### config.mk
export PLATFORM = sky130hd
export DESIGN_NAME = lsu_bus_if
export DESIGN_NICKNAME = d
export VERILOG_FILES = /design/src/rtl/lsu_bus_if_pkg.sv /design/src/rtl/lsu_align.sv /design/src/rtl/lsu_bus_if.sv
export SDC_FILE = /design/constraint.sdc
export NUM_CORES = 1
export LEC_CHECK = 0
export BUFFER_PORTS_ARGS = -buffer_cell sky130_fd_sc_hd__buf_2
export CORE_UTILIZATION = 33
export DETAILED_ROUTE_END_ITERATION = 10
export PLACE_DENSITY_LB_ADDON = 0.3
export SLEW_MARGIN = 0
export SYNTH_ARGS = -nofsm -noshare
export SYNTH_HDL_FRONTEND = slang
export SYNTH_SLANG_ARGS = --single-unit
### constraint.sdc
create_clock -name clk -period 4.9 [get_ports clk]
set_input_delay 1.47 -clock clk [delete_from_list [all_inputs] [get_ports clk]]
set_output_delay 1.47 -clock clk [all_outputs]
set_load 0.02 [all_outputs]
### src/rtl/lsu_bus_if_pkg.sv
// Shared encodings for the memory-stage load/store unit: funct3 access sizes,
// controller states and byte-strobe constants.
package lsu_bus_if_pkg;

   localparam logic [2:0] F3_B  = 3'b000;
   localparam logic [2:0] F3_H  = 3'b001;
   localparam logic [2:0] F3_W  = 3'b010;
   localparam logic [2:0] F3_BU = 3'b100;
   localparam logic [2:0] F3_HU = 3'b101;

   localparam logic [3:0] STRB_NONE = 4'b0000;
   localparam logic [3:0] STRB_ALL  = 4'b1111;

   typedef enum logic [1:0] {
      IDLE = 2'd0,
      REQ  = 2'd1,
      DONE = 2'd2
   } lsu_state_e;

   localparam int unsigned CNT_W = 8;

endpackage

### src/rtl/lsu_align.sv
// Combinational lane logic: access legality, store strobes and replicated
// write data, and extraction plus sign/zero extension of load data.
module lsu_align
   import lsu_bus_if_pkg::*;
(
   input  logic [2:0]  funct3_i,
   input  logic        is_store_i,
   input  logic [1:0]  addr_lo_i,
   input  logic [31:0] wdata_i,
   output logic        legal_o,
   output logic [3:0]  wstrb_o,
   output logic [31:0] wdata_o,
   input  logic [2:0]  ld_funct3_i,
   input  logic [1:0]  ld_addr_lo_i,
   input  logic [31:0] rdata_i,
   output logic [31:0] rdata_o
);

   logic [31:0] lane;

   always_comb begin
      // NOTE: every output gets a default before the case so no path can infer a latch.
      legal_o = 1'b0;
      wstrb_o = STRB_NONE;
      wdata_o = wdata_i;
      case (funct3_i)
         F3_B: begin
            legal_o = 1'b1;
            if (is_store_i) begin
               wstrb_o = 4'b0001 << addr_lo_i;
               wdata_o = {4{wdata_i[7:0]}};
            end
         end
         F3_H: begin
            legal_o = ~addr_lo_i[0];
            if (is_store_i) begin
               wstrb_o = addr_lo_i[1] ? 4'b1100 : 4'b0011;
               wdata_o = {2{wdata_i[15:0]}};
            end
         end
         F3_W: begin
            legal_o = (addr_lo_i == 2'b00);
            if (is_store_i) begin
               wstrb_o = STRB_ALL;
            end
         end
         // Unsigned variants exist only for loads.
         F3_BU:   legal_o = ~is_store_i;
         F3_HU:   legal_o = ~is_store_i & ~addr_lo_i[0];
         default: legal_o = 1'b0;
      endcase
   end

   always_comb begin
      lane    = rdata_i >> {ld_addr_lo_i, 3'b000};
      rdata_o = lane;
      case (ld_funct3_i)
         F3_B:    rdata_o = {{24{lane[7]}}, lane[7:0]};
         F3_H:    rdata_o = {{16{lane[15]}}, lane[15:0]};
         F3_BU:   rdata_o = {24'd0, lane[7:0]};
         F3_HU:   rdata_o = {16'd0, lane[15:0]};
         default: rdata_o = lane;
      endcase
   end

endmodule

### src/rtl/lsu_bus_if.sv
// Memory-stage load/store unit: turns each M-stage access into one req/ack bus
// transaction, stalls the pipeline while it is outstanding, reports errors.
module lsu_bus_if
   import lsu_bus_if_pkg::*;
#(
   parameter int unsigned TIMEOUT = 255
) (
   input  logic        clk,
   input  logic        reset,
   input  logic        MemWriteM,
   input  logic        loadM,
   input  logic [2:0]  funct3M,
   input  logic [31:0] ALUResultM,
   input  logic [31:0] WriteDataM,
   output logic [31:0] ReadDataM,
   output logic        StallMem,
   output logic        MisalignM,
   output logic        BusErrM,
   output logic        mem_req,
   output logic        mem_we,
   output logic [31:0] mem_addr,
   output logic [31:0] mem_wdata,
   output logic [3:0]  mem_wstrb,
   input  logic        mem_ack,
   input  logic [31:0] mem_rdata,
   input  logic        mem_err
);

   localparam logic [CNT_W-1:0] CNT_LAST = CNT_W'(TIMEOUT - 1);

   lsu_state_e       state_q;
   logic [CNT_W-1:0] cnt_q;
   logic             we_q;
   logic [31:0]      addr_q;
   logic [31:0]      wdata_q;
   logic [3:0]       wstrb_q;
   logic [2:0]       funct3_q;
   logic [1:0]       addr_lo_q;
   logic             req_q;
   logic [31:0]      rdata_q;
   logic             buserr_q;

   logic             access;
   logic             legal;
   logic [3:0]       wstrb_d;
   logic [31:0]      wdata_d;
   logic [31:0]      rdata_ext;

   // A simultaneous store and load is a decoder fault; the store wins.
   assign access = MemWriteM | loadM;

   lsu_align u_align (
      .funct3_i     (funct3M),
      .is_store_i   (MemWriteM),
      .addr_lo_i    (ALUResultM[1:0]),
      .wdata_i      (WriteDataM),
      .legal_o      (legal),
      .wstrb_o      (wstrb_d),
      .wdata_o      (wdata_d),
      .ld_funct3_i  (funct3_q),
      .ld_addr_lo_i (addr_lo_q),
      .rdata_i      (mem_rdata),
      .rdata_o      (rdata_ext)
   );

   always_ff @(posedge clk or posedge reset) begin
      if (reset) begin
         // NOTE: the bus-side holding registers are reset too, so every output is 0 out of reset.
         state_q   <= IDLE;
         cnt_q     <= '0;
         we_q      <= 1'b0;
         addr_q    <= '0;
         wdata_q   <= '0;
         wstrb_q   <= STRB_NONE;
         funct3_q  <= '0;
         addr_lo_q <= '0;
         req_q     <= 1'b0;
         rdata_q   <= '0;
         buserr_q  <= 1'b0;
      end else begin
         // NOTE: state registers use non-blocking assignment so every branch sees pre-edge values.
         case (state_q)
            IDLE: begin
               if (access && legal) begin
                  we_q      <= MemWriteM;
                  addr_q    <= {ALUResultM[31:2], 2'b00};
                  wdata_q   <= wdata_d;
                  wstrb_q   <= wstrb_d;
                  funct3_q  <= funct3M;
                  addr_lo_q <= ALUResultM[1:0];
                  cnt_q     <= '0;
                  req_q     <= 1'b1;
                  state_q   <= REQ;
               end
            end
            REQ: begin
               // An ack landing on the final allowed cycle still completes normally.
               if (mem_ack) begin
                  req_q    <= 1'b0;
                  buserr_q <= mem_err;
                  rdata_q  <= (!we_q && !mem_err) ? rdata_ext : '0;
                  state_q  <= DONE;
               end else if (cnt_q == CNT_LAST) begin
                  req_q    <= 1'b0;
                  buserr_q <= 1'b1;
                  rdata_q  <= '0;
                  state_q  <= DONE;
               end else begin
                  cnt_q <= cnt_q + 1'b1;
               end
            end
            DONE: begin
               rdata_q  <= '0;
               buserr_q <= 1'b0;
               state_q  <= IDLE;
            end
            default: begin
               req_q   <= 1'b0;
               state_q <= IDLE;
            end
         endcase
      end
   end

   assign mem_req   = req_q;
   assign mem_we    = we_q;
   assign mem_addr  = addr_q;
   assign mem_wdata = wdata_q;
   assign mem_wstrb = wstrb_q;
   assign ReadDataM = rdata_q;
   assign BusErrM   = buserr_q;

   // Gated by reset so a held M-stage access cannot raise a stall while in reset.
   assign StallMem  = !reset && ((state_q == IDLE && access && legal) || state_q == REQ);
   assign MisalignM = !reset && state_q == IDLE && access && !legal;

endmodule

Yosys cells after proc, flatten, opt, wreduce, memory -nomap -nowiden

Cells that the tools add are included.

Register bits after elaboration: 116
Logic and storage cells: 86
Bits of input ports: 105
Output and inout port bits: 105

Shifts and indexed selects: 2
Bitwise logic cells: 5
Add/sub/neg operators: 1
Reduce and logical (&&, ||, !) cells: 24
Multiplexer cells: 29
Equality and inequality tests: 14

Operator list:

| cell                                                                   | count |
|---|---|
| 32-bit 2-to-1 mux                                                      | 5 |
| 32-bit case mux with 2 select lines                                    | 2 |
| 32-bit case mux with 4 select lines                                    | 1 |
| 32-bit by 5-bit right shift with 32-bit output                         | 1 |
| 8-bit 2-to-1 mux                                                       | 3 |
| 4-bit 2-to-1 mux                                                       | 4 |
| 8-bit case mux with 2 select lines                                     | 1 |
| 3-bit equality test (second input constant)                            | 4 |
| 4-bit case mux with 3 select lines                                     | 1 |
| 8-bit by 1-bit adder with 8-bit output (second input constant)         | 1 |
| 8-bit equality test (second input constant)                            | 1 |
| 1-bit logical AND                                                      | 8 |
| 3-bit by 1-bit equality test with 1-bit output (second input constant) | 2 |
| 3-bit logical NOT                                                      | 2 |
| 2-bit 2-to-1 mux                                                       | 3 |
| 2-bit inequality test (second input constant)                          | 3 |
| 2-bit AND reduction                                                    | 3 |
| 1-bit 2-to-1 mux                                                       | 5 |
| 1-bit case mux with 5 select lines                                     | 1 |
| 1-bit logical NOT                                                      | 4 |
| 2-bit logical NOT                                                      | 2 |
| 2-bit case mux with 2 select lines                                     | 1 |
| 4-bit AND reduction                                                    | 1 |
| 2-bit nonzero test                                                     | 2 |
| 12 further kinds                                                       | 14 |

Longest topological paths before layout

Gate-level depths: netlist (run 1).

Word-level depth: 6
Gate-level depth with buffers: 7
Gate-level depth less buffers: 6

Modules after synthesis

A second synthesis (run 1) with hierarchy kept.

Cell total of the unflattened synthesis: 625
Area total of the unflattened synthesis: 5789.3 um^2

Modules (own cells, without submodules):

| module     | times used | cells an instance | seq. area each (um^2) | area each (um^2) |
|---|---|---|---|---|
| lsu_bus_if | 1          | 449               | 2902.8                | 4570.6 |
| lsu_align  | 1          | 176               | 0.0                   | 1218.7 |

Least setup slack after synthesis (run 1)

Ideal clock, no wire load.

Path type: input-to-output
From: input port funct3M[1]
To: output port StallMem
Cell stages on the path: 6
Setup slack: 0.487 ns
Required time: 3.430 ns
Arrival time: 2.943 ns
Path buffers: 3
Path through: clkbuf_1 -> a221oi_1 -> o221ai_2 -> buf_2 -> clkbuf_1 -> a21oi_1

Longest elaborated chain between the ends: 5
Elaborated cells between the ends (all ways): 9
Those cells by class: eq/ne (4); mux (1); reduce/logical (4)

Ends and longest elaborated chain:

| what                                              | RTL line          | source |
|---|---|---|
| start: declaration                                | lsu_bus_if.sv:12  | `input logic [2:0] funct3M,` |
| 3-bit equality test, or another cell as far along | lsu_align.sv:26   | `case (funct3_i)` |
| 1-bit case mux with 5 select lines *              | lsu_align.sv:26   |  |
| 1-bit logical AND *                               | lsu_bus_if.sv:134 | `assign StallMem = !reset && ((state_q == IDLE && access && legal) \|\| state_q == REQ);` |
| 1-bit logical OR *                                | lsu_bus_if.sv:134 |  |
| 1-bit logical AND *                               | lsu_bus_if.sv:134 |  |
| end: declaration                                  | lsu_bus_if.sv:16  | `output logic StallMem,` |

Mark *: on every way between the ends. The rest lies on a longest branch, timed or not.

Worst setup path after layout (run 1)

From: input port MemWriteM
To: output port StallMem

Longest elaborated chain between the ends: 6
Elaborated cells between the ends (all ways): 8
Those cells by class: mux (1); bitwise (3); reduce/logical (4)

Ends and longest elaborated chain:

| what                               | RTL line                         | source |
|---|---|---|
| start: declaration                 | lsu_bus_if.sv:10                 | `input logic MemWriteM,` |
| 1-bit NOT                          | lsu_align.sv:48, lsu_align.sv:49 |  |
| 1-bit bitwise AND                  | lsu_align.sv:49                  | `F3_HU: legal_o = ~is_store_i & ~addr_lo_i[0];` |
| 1-bit case mux with 5 select lines | lsu_align.sv:26                  |  |
| 1-bit logical AND *                | lsu_bus_if.sv:134                |  |
| 1-bit logical OR *                 | lsu_bus_if.sv:134                |  |
| 1-bit logical AND *                | lsu_bus_if.sv:134                |  |

Marked as above.

==> impl_metrics.yaml, run 1 <==
floorplanning:
  core_area_um2: 16100
  start_util: 0.342
  fp.dieArea_um2: 17100
  ios: 210
  dieWidth_um: 131
  rows: 46
  fp.dieH_um: 131
logic_synthesis:
  ys_async_sr_fraction: 1.00
  syn_area_um2: 5480
  yosysMostFrequentCell: "dfrtp_1"
  ys_types: 55
  syn_inst: 477
  synth_fa_ha_area_frac: 0.00456
  synth_top_family_by_area: "multiplexers"
  yosysTopAreaCell: "dfrtp_1"
  ys_warn_count: 0
  synthTopCellsByArea: "dfrtp_1, mux2_2, mux2i_1"
  synth_mux_area_frac: 0.180
  synth_compound_area_frac: 0.167
  synthFlopType: "dfrtp_1"
  synth-seq-cells: 116
  synth.yosys.seq_area_share: 0.529
  synth_top_cell_area_share: 0.529
  synth_commonest_cells: "dfrtp_1, mux2_2, nand2_1, o21ai_0, mux2i_1"
  synth_xor_area_frac: 0
  synth_edf_count: 0
  synth-simple-area-share: 0.0833
  syn_area_per_cell_um2: 11.5
detailed_routing:
  ant_nets: 0
  drt-initial-drc-count: 211
  via_per_inst: 4.98
  remaining_drc_errors: 0
  wl_mm: 14.7
  num_vias: 4520
  detail_route.wl_per_cell_um: 16.3
  drt_pre_antenna_iters: 4
clock_tree:
  cts_hold_buf: 0
  clock_sinks: 116
  root_buffer: "clkbuf_16"
  cts_tree: "done"
  clk_pin_slew_ns: 0.05
  ctsResizeCount: 0
  post-cts-setup-buffer-count: 0
  ctsHtreeMaxLevel: 4
  cts_buffer_depth: 2
  cts_made_buffers: 17
  clock_latency_ns: 0.41
worst_setup_path:
  slowest_stage: "a221oi_1"
  start_kind: "input pin"
  setup.worst_path.class: "in -> out"
  cp_cell_sequence: "buf_2 -> a221oi_1 -> o221ai_4 -> a21oi_1 -> buf_2"
  arrival_ns: 2.73
  path_max_fanout: 6
  required_ns: 3.43
  r2r_slack_ns: 2.49
  max_stage_delay_ns: 0.56
  cpMostUsedCell: "buf_2"
  crit_path_end_kind: "output port"
cells_and_area:
  final_core_util: 0.454
  drive_above_1_share: 0.453
  areaGrowthSynthToFinish_pct: 33.0
  multi_input_area_um2: 2420
  seqCellArea_um2: 2900
  fill_cells: 1536
  diodes: 0
  fin_area_um2: 7290
  nNetsFinal: 785
placed_design:
  gp_congestion: 0.735
  port_buffers: 207
  hpwl_mm: 10.6
  placed_area_um2: 6710
  place_ws_ns: 0.684
global_routing:
  grt_first_pass_wirelength_mm: 23.2
  first_global_vias: 4511
  grt_use_total: 0.178
  grt_start_max_net_pins: 107
  grt-ovfl-total: 0
  grt_antenna_before_repair: 0
sta:
  drv_slew: 0
  max_freq_mhz: 238
  hold_violations: 0
  tns_ns: 0
  slew_headroom: 0.267
  tightest_slew_ns: 1.10
  rsz0062_at_grt: "no"
  min_period_ns: 4.20
  clock_skew_ns: 0.00807
  final.setup.worst_slack_ns: 0.697
  finalCritPeriodShare: 0.858
  setup_viol: 0
status:
  status: "finished clean"
hold_path:
  hp-class: "reg -> reg"
power:
  power.density_nw_per_um2: 552
  leakage_nw: 3.53
  vdd_drop_max_uv: 271
  power.total_mw: 4.02
job:
  maxCapViolations: 0
## registers in the layout, indices dropped and copies added, names as in the netlist
name and flops:
mem_we 1, mem_req 1, cnt_q 8, addr_lo_q 2, funct3_q 3, mem_wdata 32
mem_addr 30, BusErrM 1, mem_wstrb 4, state_q 2, ReadDataM 32
## cell families after synthesis
group                      Yosys count
AOI/OAI and AO/OA                  129
DFF                                116
and+or+nand+nor                     97
muxes                               91
buffers and inverters               41
adders and majority gates            2
other                                1
## cell type report
| class | instances | share of cell area |
|---|---|---|
| clock inverter | 9 | 0.0141 |
| inverter | 7 | 0.00395 |
| tap | 216 | 0.0370 |
| sequential | 116 | 0.398 |
| timing repair buffer | 215 | 0.150 |
| clock buffer | 23 | 0.0655 |
| multi-input combinational | 321 | 0.331 |
## worst max-delay path: cells and delay by family
family                 cells  cell delay (ns)
buffers and inverters      2             0.36
AOI/OAI and AO/OA          3             0.89
## stage by stage
step	hold WS, ns	std cells
floorplan	0.450	478
global placement	0.456	875
detailed placement	0.465	875
CTS	0.478	907
global route	0.490	907
finish	0.470	907
## cells in the final DEF, fill, tap and decap left out, types with 4 or more instances in the layout
master     count
a21oi_1       21
a221o_1        7
a221o_2        7
a31oi_1        5
buf_2        207
buf_4          8
clkbuf_16     17
clkinv_2       4
dfrtp_1      116
inv_1          6
mux2_2        51
mux2i_1       39
nand2_1       47
nand2b_1       4
nand3_1        8
nor2_1        20
o21ai_0       43
o2bb2ai_1     20
## power by group
group	internal (mW)	total (mW)	switching [mW]	leakage (nW)
logic	0.542	1.37	0.827	1.78
registers	1.25	1.44	0.191	1.47
clock network	0.785	1.21	0.426	0.279
total	2.58	4.02	1.44	3.53
## path summary, 6_finish.rpt
check                                endpoint         start  cells past startpoint
worst max register to register  ReadDataM[19]        mem_we                      5
worst min register to register   mem_wstrb[2]  mem_wstrb[2]                      2
min in group asynchronous         funct3_q[2]         reset                      2
worst min-delay path             mem_wstrb[2]  mem_wstrb[2]                      2
max in group asynchronous       ReadDataM[22]         reset                      3
worst max-delay path                 StallMem     MemWriteM                      5
## routing by layer
layer | vias up | routed length (um) | share of wire | GRT usage
met5 | - | 0 | 0 | 0
met4 | 0 | 207 | 0.014 | 0.0676
met3 | 19 | 1350 | 0.092 | 0.0651
met2 | 199 | 6650 | 0.45 | 0.283
met1 | 2137 | 6540 | 0.44 | 0.221
li1 | 2165 | - | - | -
No activity file was read; power rests on OpenSTA's default activity.
==> inputs of run 2 (changes only) <==
--- a/config.mk
+++ b/config.mk
@@ -6,7 +6,7 @@
 export NUM_CORES = 1
 export LEC_CHECK = 0
 export BUFFER_PORTS_ARGS = -buffer_cell sky130_fd_sc_hd__buf_2
-export CORE_UTILIZATION = 33
+export CORE_UTILIZATION = 48
 export DETAILED_ROUTE_END_ITERATION = 10
 export PLACE_DENSITY_LB_ADDON = 0.3
 export SLEW_MARGIN = 0
==> constraint.sdc (replaced) <==
create_clock -name clk -period 4.5 [get_ports clk]
set_input_delay 1.35 -clock clk [delete_from_list [all_inputs] [get_ports clk]]
set_output_delay 1.35 -clock clk [all_outputs]
set_load 0.02 [all_outputs]
==> run 2 against run 1 <==
  * Clock skew about the same
  * First-iteration DRC count up 35%
  * Final area down 1.7%
  * Sequential power up 9.7%
  * Power up 7.5%
  * Die area down 31%
  * Critical path depth unchanged
  * Sequential cell count unchanged
  * Routed wire length down 8.3%
  * Highest routed layer unchanged
==> impl_metrics.yaml, run 2 (synthesis gave the netlist of run 1 again) <==
status:
  status: "finished clean"
floorplanning:
  rows: 38
  fp.dieH_um: 109
  dieWidth_um: 109
  ios: 210
  fp.dieArea_um2: 11900
  core_area_um2: 11000
  start_util: 0.499
placed_design:
  port_buffers: 207
  dp.cells: 796
  gp_congestion: 0.837
  placed_area_um2: 6600
  hpwl_mm: 9.41
detailed_routing:
  via_per_inst: 5.51
  drt_pre_antenna_iters: 5
  wl_mm: 13.5
  remaining_drc_errors: 0
  num_vias: 4554
  drt-initial-drc-count: 285
  detail_route.wl_per_cell_um: 16.4
  ant_nets: 0
sta:
  min_period_ns: 4.01
  slew_headroom: 0.275
  drv_slew: 0
  tns_ns: 0
  rsz0062_at_grt: "no"
  clock_skew_ns: 0.00818
  tightest_slew_ns: 1.09
  finalCritPeriodShare: 0.891
  max_freq_mhz: 249
  hold_violations: 0
  setup_viol: 0
global_routing:
  grt_first_pass_wirelength_mm: 21.7
  grt_antenna_before_repair: 0
  first_global_vias: 4494
  grt-ovfl-total: 0
  grt_use_total: 0.238
  grt_start_max_net_pins: 107
clock_tree:
  cts_made_buffers: 17
  cts_hold_buf: 0
  cts_buffer_depth: 2
  clock_latency_ns: 0.40
  post-cts-setup-buffer-count: 0
  clk_pin_slew_ns: 0.05
  ctsResizeCount: 0
  root_buffer: "clkbuf_16"
  cts_tree: "done"
  ctsHtreeMaxLevel: 4
  clock_sinks: 116
cells_and_area:
  drive_above_1_share: 0.448
  fin_area_um2: 7170
  layout_common_cells: "buf_2, dfrtp_1, mux2_2"
  nNetsFinal: 782
  diodes: 0
  areaGrowthSynthToFinish_pct: 30.7
  seqCellArea_um2: 2900
  multi_input_area_um2: 2410
  fill_cells: 843
  instances_no_fill: 826
  final_common_cell: "buf_2"
power:
  power.density_nw_per_um2: 604
  vdd_drop_max_uv: 339
  power.total_mw: 4.33
  leakage_nw: 3.51
worst_setup_path:
  regToRegStartpoint: "addr_lo_q[1]"
  path_max_fanout: 15
  setup.worst_path.class: "in -> out"
  critPathTopFamily: "simple AND/OR/NAND/NOR gates"
  reg2reg_to: "ReadDataM[22]"
  r2r_slack_ns: 1.59
  path_buf_inv: 2
  required_ns: 3.15
  rr_worst_depth: 4
  slowest_stage: "nor4_1"
  arrival_ns: 2.66
  cp_cell_sequence: "buf_2 -> nor4_1 -> o221ai_4 -> a21oi_1 -> buf_2"
  path_depth: 5
  crit_path_end_kind: "output port"
  cpMostUsedCell: "buf_2"
  start_kind: "input pin"
  critPathLaunch: "funct3M[0]"
  max_stage_delay_ns: 0.58
  endpoint: "StallMem"
hold_path:
  hp-class: "reg -> reg"
job:
  maxCapViolations: 0
## run 2: cell types whose count changed in the layout (fill, tap and decap cells not counted), sizes merged
cell / change
clkinvlp: -2
bufinv: -1
clkinv: -3
clkbuf: +4
buf: -3
## run 2: worst min path at each step
stage | start | end | slack, ns | cells after the start
floorplan | cnt_q[6] | cnt_q[6] | 0.45 | 1
global placement | mem_wdata[23] | mem_wdata[23] | 0.46 | 2
detailed placement | mem_wstrb[0] | mem_wstrb[0] | 0.46 | 2
CTS | mem_wdata[15] | mem_wdata[15] | 0.48 | 2
global route | ReadDataM[1] | ReadDataM[1] | 0.49 | 1
finish | mem_wdata[14] | mem_wdata[14] | 0.47 | 2
## run 2: tightest hold or removal path, delay by kind of cell, from the launching register on
family	cells	cell delay [ns]
and+or+nand+nor	1	0.04
AOI/OAI and AO/OA	1	0.06
DFF	1	0.33
## run 2: area by class of cell
| type | count | share of cell area |
|---|---|---|
| repair buffers | 212 | 0.152 |
| well taps | 140 | 0.0244 |
| clock inverters | 3 | 0.00593 |
| multi-input cells | 321 | 0.336 |
| inverters | 7 | 0.00401 |
| clock buffers | 27 | 0.0730 |
| flip-flops and latches | 116 | 0.405 |
## run 2: per-layer routing
metal	part of all wire	global-route usage
met5	0	0
met4	0.030	0.120
met3	0.065	0.0652
met2	0.47	0.367
met1	0.44	0.308
## run 2: through the flow
stage | hold slack (ns) | setup slack [ns] | utilization
5_1_grt | 0.493 | 0.348 | 0.653
3_5_place_dp | 0.465 | 0.528 | 0.601
3_3_place_gp | 0.459 | 0.574 | 0.601
2_1_floorplan | 0.450 | 0.0776 | -
4_1_cts | 0.476 | 0.480 | 0.653
6_report | 0.472 | 0.489 | 0.653
## run 2: where the power goes
part           switching (mW)  total (mW)  internal, mW
Combinational           0.880        1.47         0.587
Clock                   0.437        1.28         0.840
Sequential              0.217        1.58          1.37
